[src/rtl/key_inv_round_pkg.sv]
`default_nettype none
// +----------------------------------------------------------------------+
// | key_inv_round_pkg : FSM states and constants shared by the forward    |
// | and inverse AES-128 round-key generators.                 Rev 1.0     |
// +----------------------------------------------------------------------+
package key_inv_round_pkg;

  typedef enum logic [2:0] {
    ST_LOAD = 3'd0,
    ST_XOR  = 3'd1,
    ST_SUB  = 3'd2,
    ST_MIX  = 3'd3,
    ST_HOLD = 3'd4,
    ST_SEND = 3'd5
  } kstate_e;

  // RotWord source rows, indexed by SubWord result row: {1,2,3,0}.
  localparam logic [3:0][1:0] ROT_ORDER = {2'd0, 2'd3, 2'd2, 2'd1};

  localparam logic [7:0] RCON_LAST = 8'h36;

  function automatic logic [4:0] cnt_inc(input logic [4:0] c);
    return (c == 5'h1F) ? c : c + 5'd1;
  endfunction

endpackage
`default_nettype wire

[src/rtl/key_inv_round_rcon_step.sv]
`default_nettype none
// +----------------------------------------------------------------------+
// | key_rcon_step : combinational backward step of the AES round         |
// | constant (0x1B->0x80, 0x01->0x36, otherwise x>>1).        Rev 1.0     |
// +----------------------------------------------------------------------+
module key_rcon_step
  import key_inv_round_pkg::*;
(
  input  logic [7:0] rcon_i,
  output logic [7:0] rcon_o
);

  always_comb begin
    rcon_o = {1'b0, rcon_i[7:1]};
    if (rcon_i == 8'h1B)
      rcon_o = 8'h80;
    else if (rcon_i == 8'h01)
      rcon_o = RCON_LAST;
  end

endmodule
`default_nettype wire

[src/rtl/key_inv_round.sv]
`default_nettype none
// +----------------------------------------------------------------------+
// | key_inv_round : one backward step of the AES-128 key schedule,       |
// | K(i) -> K(i-1), byte-serial. Option: KEY_INV_RCON_AUTO_EN.  Rev 1.0   |
// +----------------------------------------------------------------------+
module key_inv_round
  import key_inv_round_pkg::*;
#(
  parameter int SBOX_LAT = 1
) (
  input  logic       clk,
  input  logic       rst_n,
  input  logic [7:0] din,
  input  logic       enable_din,
  input  logic [7:0] rcon,
  input  logic       round_complete,
  output logic [7:0] addr_out,
  output logic       enable_sbox,
  input  logic [7:0] sbox_in,
  output logic [7:0] dout,
  output logic       enable_out,
  output logic       busy
);

  localparam logic [4:0] LAT5 = 5'(SBOX_LAT);

  kstate_e    state_q;
  logic [4:0] cnt_q;
  logic [7:0] kbuf_q [16];
  logic [7:0] rcon_q;
  logic [7:0] dout_q;
  logic [7:0] addr_q;
  logic       en_sbox_q;
  logic       en_out_q;

  logic [1:0] xcol;
  logic [1:0] req_idx;
  logic [7:0] req_addr;
  logic       cap;
  logic [1:0] cap_row;

`ifdef KEY_INV_RCON_AUTO_EN
  logic [7:0] rcon_d;
  logic       unused_rcon;
  key_rcon_step u_rcon_step (.rcon_i(rcon_q), .rcon_o(rcon_d));
  assign unused_rcon = ^rcon;
`endif

  // The buffer is updated in place: P3, P2, P1 each only read columns not yet overwritten.
  assign xcol     = 2'd3 - cnt_q[1:0];
  assign req_idx  = (state_q == ST_XOR) ? 2'd0 : cnt_q[1:0] + 2'd1;
  assign req_addr = kbuf_q[{ROT_ORDER[req_idx], 2'd3}];
  assign cap      = (state_q == ST_SUB) && (cnt_q >= LAT5) && (cnt_q < LAT5 + 5'd4);
  assign cap_row  = 2'(cnt_q - LAT5);

  always_ff @(posedge clk) begin
    case (state_q)
      ST_LOAD: if (enable_din) kbuf_q[cnt_q[3:0]] <= din;
      ST_XOR: begin
        for (int r = 0; r < 4; r++)
          kbuf_q[{2'(r), xcol}] <= kbuf_q[{2'(r), xcol}] ^ kbuf_q[{2'(r), xcol - 2'd1}];
      end
      ST_SUB:  if (cap) kbuf_q[{cap_row, 2'd0}] <= kbuf_q[{cap_row, 2'd0}] ^ sbox_in;
      ST_MIX:  kbuf_q[0] <= kbuf_q[0] ^ rcon_q;
      default: ;
    endcase
  end

  always_ff @(posedge clk or negedge rst_n) begin
    if (!rst_n) begin
      state_q   <= ST_LOAD;
      cnt_q     <= 5'd0;
      dout_q    <= 8'd0;
      addr_q    <= 8'd0;
      en_sbox_q <= 1'b0;
      en_out_q  <= 1'b0;
`ifdef KEY_INV_RCON_AUTO_EN
      rcon_q    <= RCON_LAST;
`else
      rcon_q    <= 8'd0;
`endif
    end else begin
      case (state_q)
        ST_LOAD: begin
          if (enable_din) begin
            if (cnt_q == 5'd15) begin
              state_q <= ST_XOR;
              cnt_q   <= 5'd0;
`ifndef KEY_INV_RCON_AUTO_EN
              rcon_q  <= rcon;
`endif
            end else begin
              cnt_q <= cnt_inc(cnt_q);
            end
          end
        end
        ST_XOR: begin
          // P3 is ready after the first XOR cycle, so request 0 is issued on entry to SUB.
          if (cnt_q == 5'd2) begin
            state_q   <= ST_SUB;
            cnt_q     <= 5'd0;
            en_sbox_q <= 1'b1;
            addr_q    <= req_addr;
          end else begin
            cnt_q <= cnt_inc(cnt_q);
          end
        end
        ST_SUB: begin
          if (cnt_q < 5'd3) begin
            en_sbox_q <= 1'b1;
            addr_q    <= req_addr;
          end else begin
            en_sbox_q <= 1'b0;
            addr_q    <= 8'd0;
          end
          if (cnt_q == LAT5 + 5'd3) begin
            state_q <= ST_MIX;
            cnt_q   <= 5'd0;
          end else begin
            cnt_q <= cnt_inc(cnt_q);
          end
        end
        ST_MIX: state_q <= ST_HOLD;
        ST_HOLD: begin
          if (round_complete) begin
            state_q  <= ST_SEND;
            en_out_q <= 1'b1;
            dout_q   <= kbuf_q[0];
            cnt_q    <= 5'd1;
          end
        end
        ST_SEND: begin
          if (cnt_q == 5'd16) begin
            state_q  <= ST_LOAD;
            cnt_q    <= 5'd0;
            en_out_q <= 1'b0;
            dout_q   <= 8'd0;
`ifdef KEY_INV_RCON_AUTO_EN
            rcon_q   <= rcon_d;
`endif
          end else begin
            dout_q <= kbuf_q[cnt_q[3:0]];
            cnt_q  <= cnt_inc(cnt_q);
          end
        end
        default: state_q <= ST_LOAD;
      endcase
    end
  end

  assign addr_out    = addr_q;
  assign enable_sbox = en_sbox_q;
  assign dout        = dout_q;
  assign enable_out  = en_out_q;
  assign busy        = (state_q != ST_LOAD);

endmodule
`default_nettype wire

[config.mk]
export PLATFORM = sky130hd
export DESIGN_NAME = key_inv_round
export DESIGN_NICKNAME = d
export VERILOG_FILES = /design/src/rtl/key_inv_round_pkg.sv /design/src/rtl/key_inv_round_rcon_step.sv /design/src/rtl/key_inv_round.sv
export SDC_FILE = /design/constraint.sdc
export NUM_CORES = 1
export LEC_CHECK = 0
export CORE_MARGIN = 5
export CORE_UTILIZATION = 57
export CTS_BUF_LIST = sky130_fd_sc_hd__clkbuf_16
export DETAILED_ROUTE_END_ITERATION = 8
export GPL_ROUTABILITY_DRIVEN = 0
export GPL_TIMING_DRIVEN = 0
export PLACE_DENSITY = 0.76
export SLEW_MARGIN = 15
export SYNTH_ARGS = -nofsm -noshare
export SYNTH_HDL_FRONTEND = slang
export SYNTH_SLANG_ARGS = --single-unit
export TNS_END_PERCENT = 20
[constraint.sdc]
create_clock -name clk -period 4.6 [get_ports clk]
set_input_delay 1.15 -clock clk [delete_from_list [all_inputs] [get_ports clk]]
set_output_delay 1.15 -clock clk [all_outputs]
set_load 0.05 [all_outputs]
==> results of run 1 <==
==> logic make-up after synthesis <==
kind of cell,Yosys count
muxes,155
adders and majority gates,6
DFF,162
and+or+nand+nor,320
xor gates and xnor gates,49
buffers and inverters,77
AOI/OAI and AO/OA,196
==> cell usage in the layout, fill, tap and decap left out, types with 4 or more instances in the layout <==
| cell | instances |
|---|---|
| o21ai_2 | 8 |
| o221ai_1 | 8 |
| buf_1 | 5 |
| inv_1 | 9 |
| a22o_1 | 8 |
| o21ai_0 | 22 |
| or2_2 | 4 |
| ha_1 | 6 |
| buf_4 | 9 |
| clkbuf_16 | 17 |
| clkbuf_1 | 31 |
| o211ai_1 | 9 |
| nor2_1 | 220 |
| o22ai_1 | 29 |
| clkdlybuf4s50_1 | 45 |
| xor2_1 | 31 |
| a31oi_1 | 12 |
| nor2b_1 | 9 |
| xnor2_1 | 18 |
| nand3_1 | 6 |
| a21boi_0 | 9 |
| dfrtp_1 | 34 |
| mux4_1 | 4 |
| edfxtp_1 | 128 |
| nand2_1 | 20 |
| a22oi_1 | 8 |
| mux4_2 | 84 |
| buf_6 | 4 |
| mux2_2 | 6 |
| o21ai_1 | 9 |
| nor4b_4 | 7 |
| buf_2 | 22 |
| mux2i_1 | 58 |
| nor4_1 | 7 |
| and3_1 | 10 |
| or3_1 | 4 |
| a21oi_1 | 34 |
| nand4_1 | 10 |
| a21oi_2 | 28 |
==> stage by stage <==
stage                     utilization [%]  instance area (um^2)  setup TNS (ps)
after CTS                            64.9                 12500               0
after global routing                 64.9                 12600            -230
after detailed placement             62.0                 12000          -29670
final                                65.0                 12600               0
after floorplan                         -                 11100               0
after global placement               61.5                 11900          -66460
==> final timing paths <==
kind	startpoint	to	slack [ps]	cells after the start
max in group asynchronous	rst_n	dout[5]	3430	2
worst min register to register	enable_sbox	enable_sbox	490	1
worst max register to register	cnt_q[0]	kbuf_q[4][5]	10	13
worst max-delay path	cnt_q[0]	kbuf_q[4][5]	10	13
worst min-delay path	enable_sbox	enable_sbox	490	1
min in group asynchronous	rst_n	enable_sbox	680	1
==> layout make-up <==
| class | count | area (um^2) | area share (%) |
|---|---|---|---|
| multi-input cells | 726 | 6090 | 48.5 |
| flip-flops and latches | 162 | 4690 | 37.4 |
| repair buffers | 53 | 536 | 4.26 |
| clock buffers | 17 | 425 | 3.39 |
| well taps | 265 | 332 | 2.64 |
| plain buffers | 65 | 305 | 2.43 |
| clock inverters | 15 | 135 | 1.08 |
| inverters | 11 | 41.3 | 0.329 |
| diodes | 1 | 2.50 | 0.0199 |
==> per-layer routing <==
layer  GRT usage (%)  routed length [um]
met2            54.2               17100
met1            45.7               13300
met4            22.8                3310
met3            11.6                5760
met5               0                   0
==> flip-flops by register name, summed over array words and instances (netlist names) <==
| register | flops |
|---|---|
| addr_out | 8 |
| cnt_q | 5 |
| dout | 8 |
| enable_out | 1 |
| enable_sbox | 1 |
| kbuf_q | 128 |
| rcon_q | 8 |
| state_q | 3 |
==> critical path, stage by stage (launching register included) <==
cell and delay [ps]:
dfrtp_1 420, buf_6 230, buf_4 230, buf_4 310, inv_1 150, buf_2 280
ha_1 330, buf_2 210, buf_2 400, buf_2 410, nand3_1 110, a21o_1 240
o21ai_1 680, buf_6 240
==> what timing repair did <==
| item | in CTS | in global routing |
|---|---|---|
| endpoints found under the setup margin | 197 | 64 |
| buffers inserted | 0 | 0 |
| resized for setup | 2 | 4 |
==> results.yml, run 1 <==
status:
  status: "completed"
clock_tree:
  cts_tree: "built"
  h-tree-depth: 4
  cts_sinks: 162
  hold_buffers: 0
  clockBufferDepth: 2
  cts_made_buffers: 17
  clock_latency_ps: 440
  clk_pin_slew_ps: 70
  cts_root_buffer: "clkbuf_16"
synthesis:
  synthFlopType: "edfxtp_1"
  avgSynthCellArea_um2: 11.5
  ys_warn_count: 0
  yosysMostFrequentCell: "nor2_1"
  synth_area_leaders: "edfxtp_1, mux4_2, dfrtp_1"
  synth.net_count: 999
  netlist_top_cells_count: "nor2_1, edfxtp_1, mux4_2, mux2i_1, o21ai_0"
  synthXorXnorAreaFrac_pct: 3.87
  ys_async_sr_fraction_pct: 21.0
  synth-seq-area-share_pct: 42.3
  synth_compound_gate_area_share_pct: 11.8
  yosys.area_share.simple_pct: 14.1
  synth_edf_count: 128
  synthAdderAreaFrac_pct: 0.677
  yosys.area.top_type_share_pct: 34.6
  syn_area_mm2: 0.0111
  ys_seq_elements: 162
  synth_top_family_by_area: "multiplexers"
  yosysTopAreaCell: "edfxtp_1"
  synthCells: 965
  yosysUniqueCellTypes: 65
  synth.mux.area_fraction_pct: 24.1
sta:
  layout_setup_ws_ps: 12.6
  rsz0062_at_grt: "true"
  slew_headroom_pct: 25.9
  slew_violations: 0
  period_needed_ps: 4590
  hold_viol_final: 0
  skew_ps: 11.7
  report.final.setup_viol: 0
  fin_crit_sh_pct: 99.7
  worst_pin_slew_ps: 1110
  hold_slack_ps: 489
  fmax_mhz: 218
placement:
  portBuffers: 46
  dp.cells: 1283
  pre_cts_slack_ps: -419
  hpwl_mm: 27.7
detailed_routing:
  wl_per_cell_um: 30.0
  drc_errors: 0
  postRouteAntennaNets: 0
  vias_per_cell: 7.37
  dr.pass1.iters: 6
  drt_iter0_markers: 1527
  drt_wl_total_mm: 39.4
  vias: 9693
cells_and_area:
  drive_gt1_share_pct: 20.3
  final_cells: 1315
  nFillCells: 1440
  area_growth_pct: 13.2
  fin_nets: 1070
floorplan:
  fp.dieW_um: 150
  start_util_pct: 57.4
  io_pins: 47
  fp.dieH_um: 150
  core_area_mm2: 0.0193
  rows: 51
  dieArea_mm2: 0.0224
worst_setup_path:
  critPathKind: "reg -> reg"
  path_max_fanout: 13
  start_kind: "flip-flop"
  crit_arrival_ps: 4740
  required_ps: 4750
  critPathCaptureType: "flip-flop"
hold_path:
  hp-class: "reg -> reg"
grt:
  grt_pass1_vias: 9508
  grt_pass1_wl_mm: 58.6
  antenna_found_initial: 0
  grt-ovfl-total: 0
  grt_use_total_pct: 36.2
  grt_max_degree: 20
flow_run:
  max_cap_viol_count: 0
Power of run 1 is left out: the tool's default activity adds up to more than one toggle a clock period on the data nets, which glitch-free logic cannot reach.
==> run 2, diff against run 1 <==
==> constraint.sdc (replaced) <==
create_clock -name clk -period 4.6 [get_ports clk]
set_input_delay 1.15 -clock clk [delete_from_list [all_inputs] [get_ports clk]]
set_output_delay 1.15 -clock clk [all_outputs]
set_load 0.01 [all_outputs]
==> results of run 2 <==
Final layout, timing and power as in run 1 (identical DEF).
Power of run 2 is left out for the same reason.
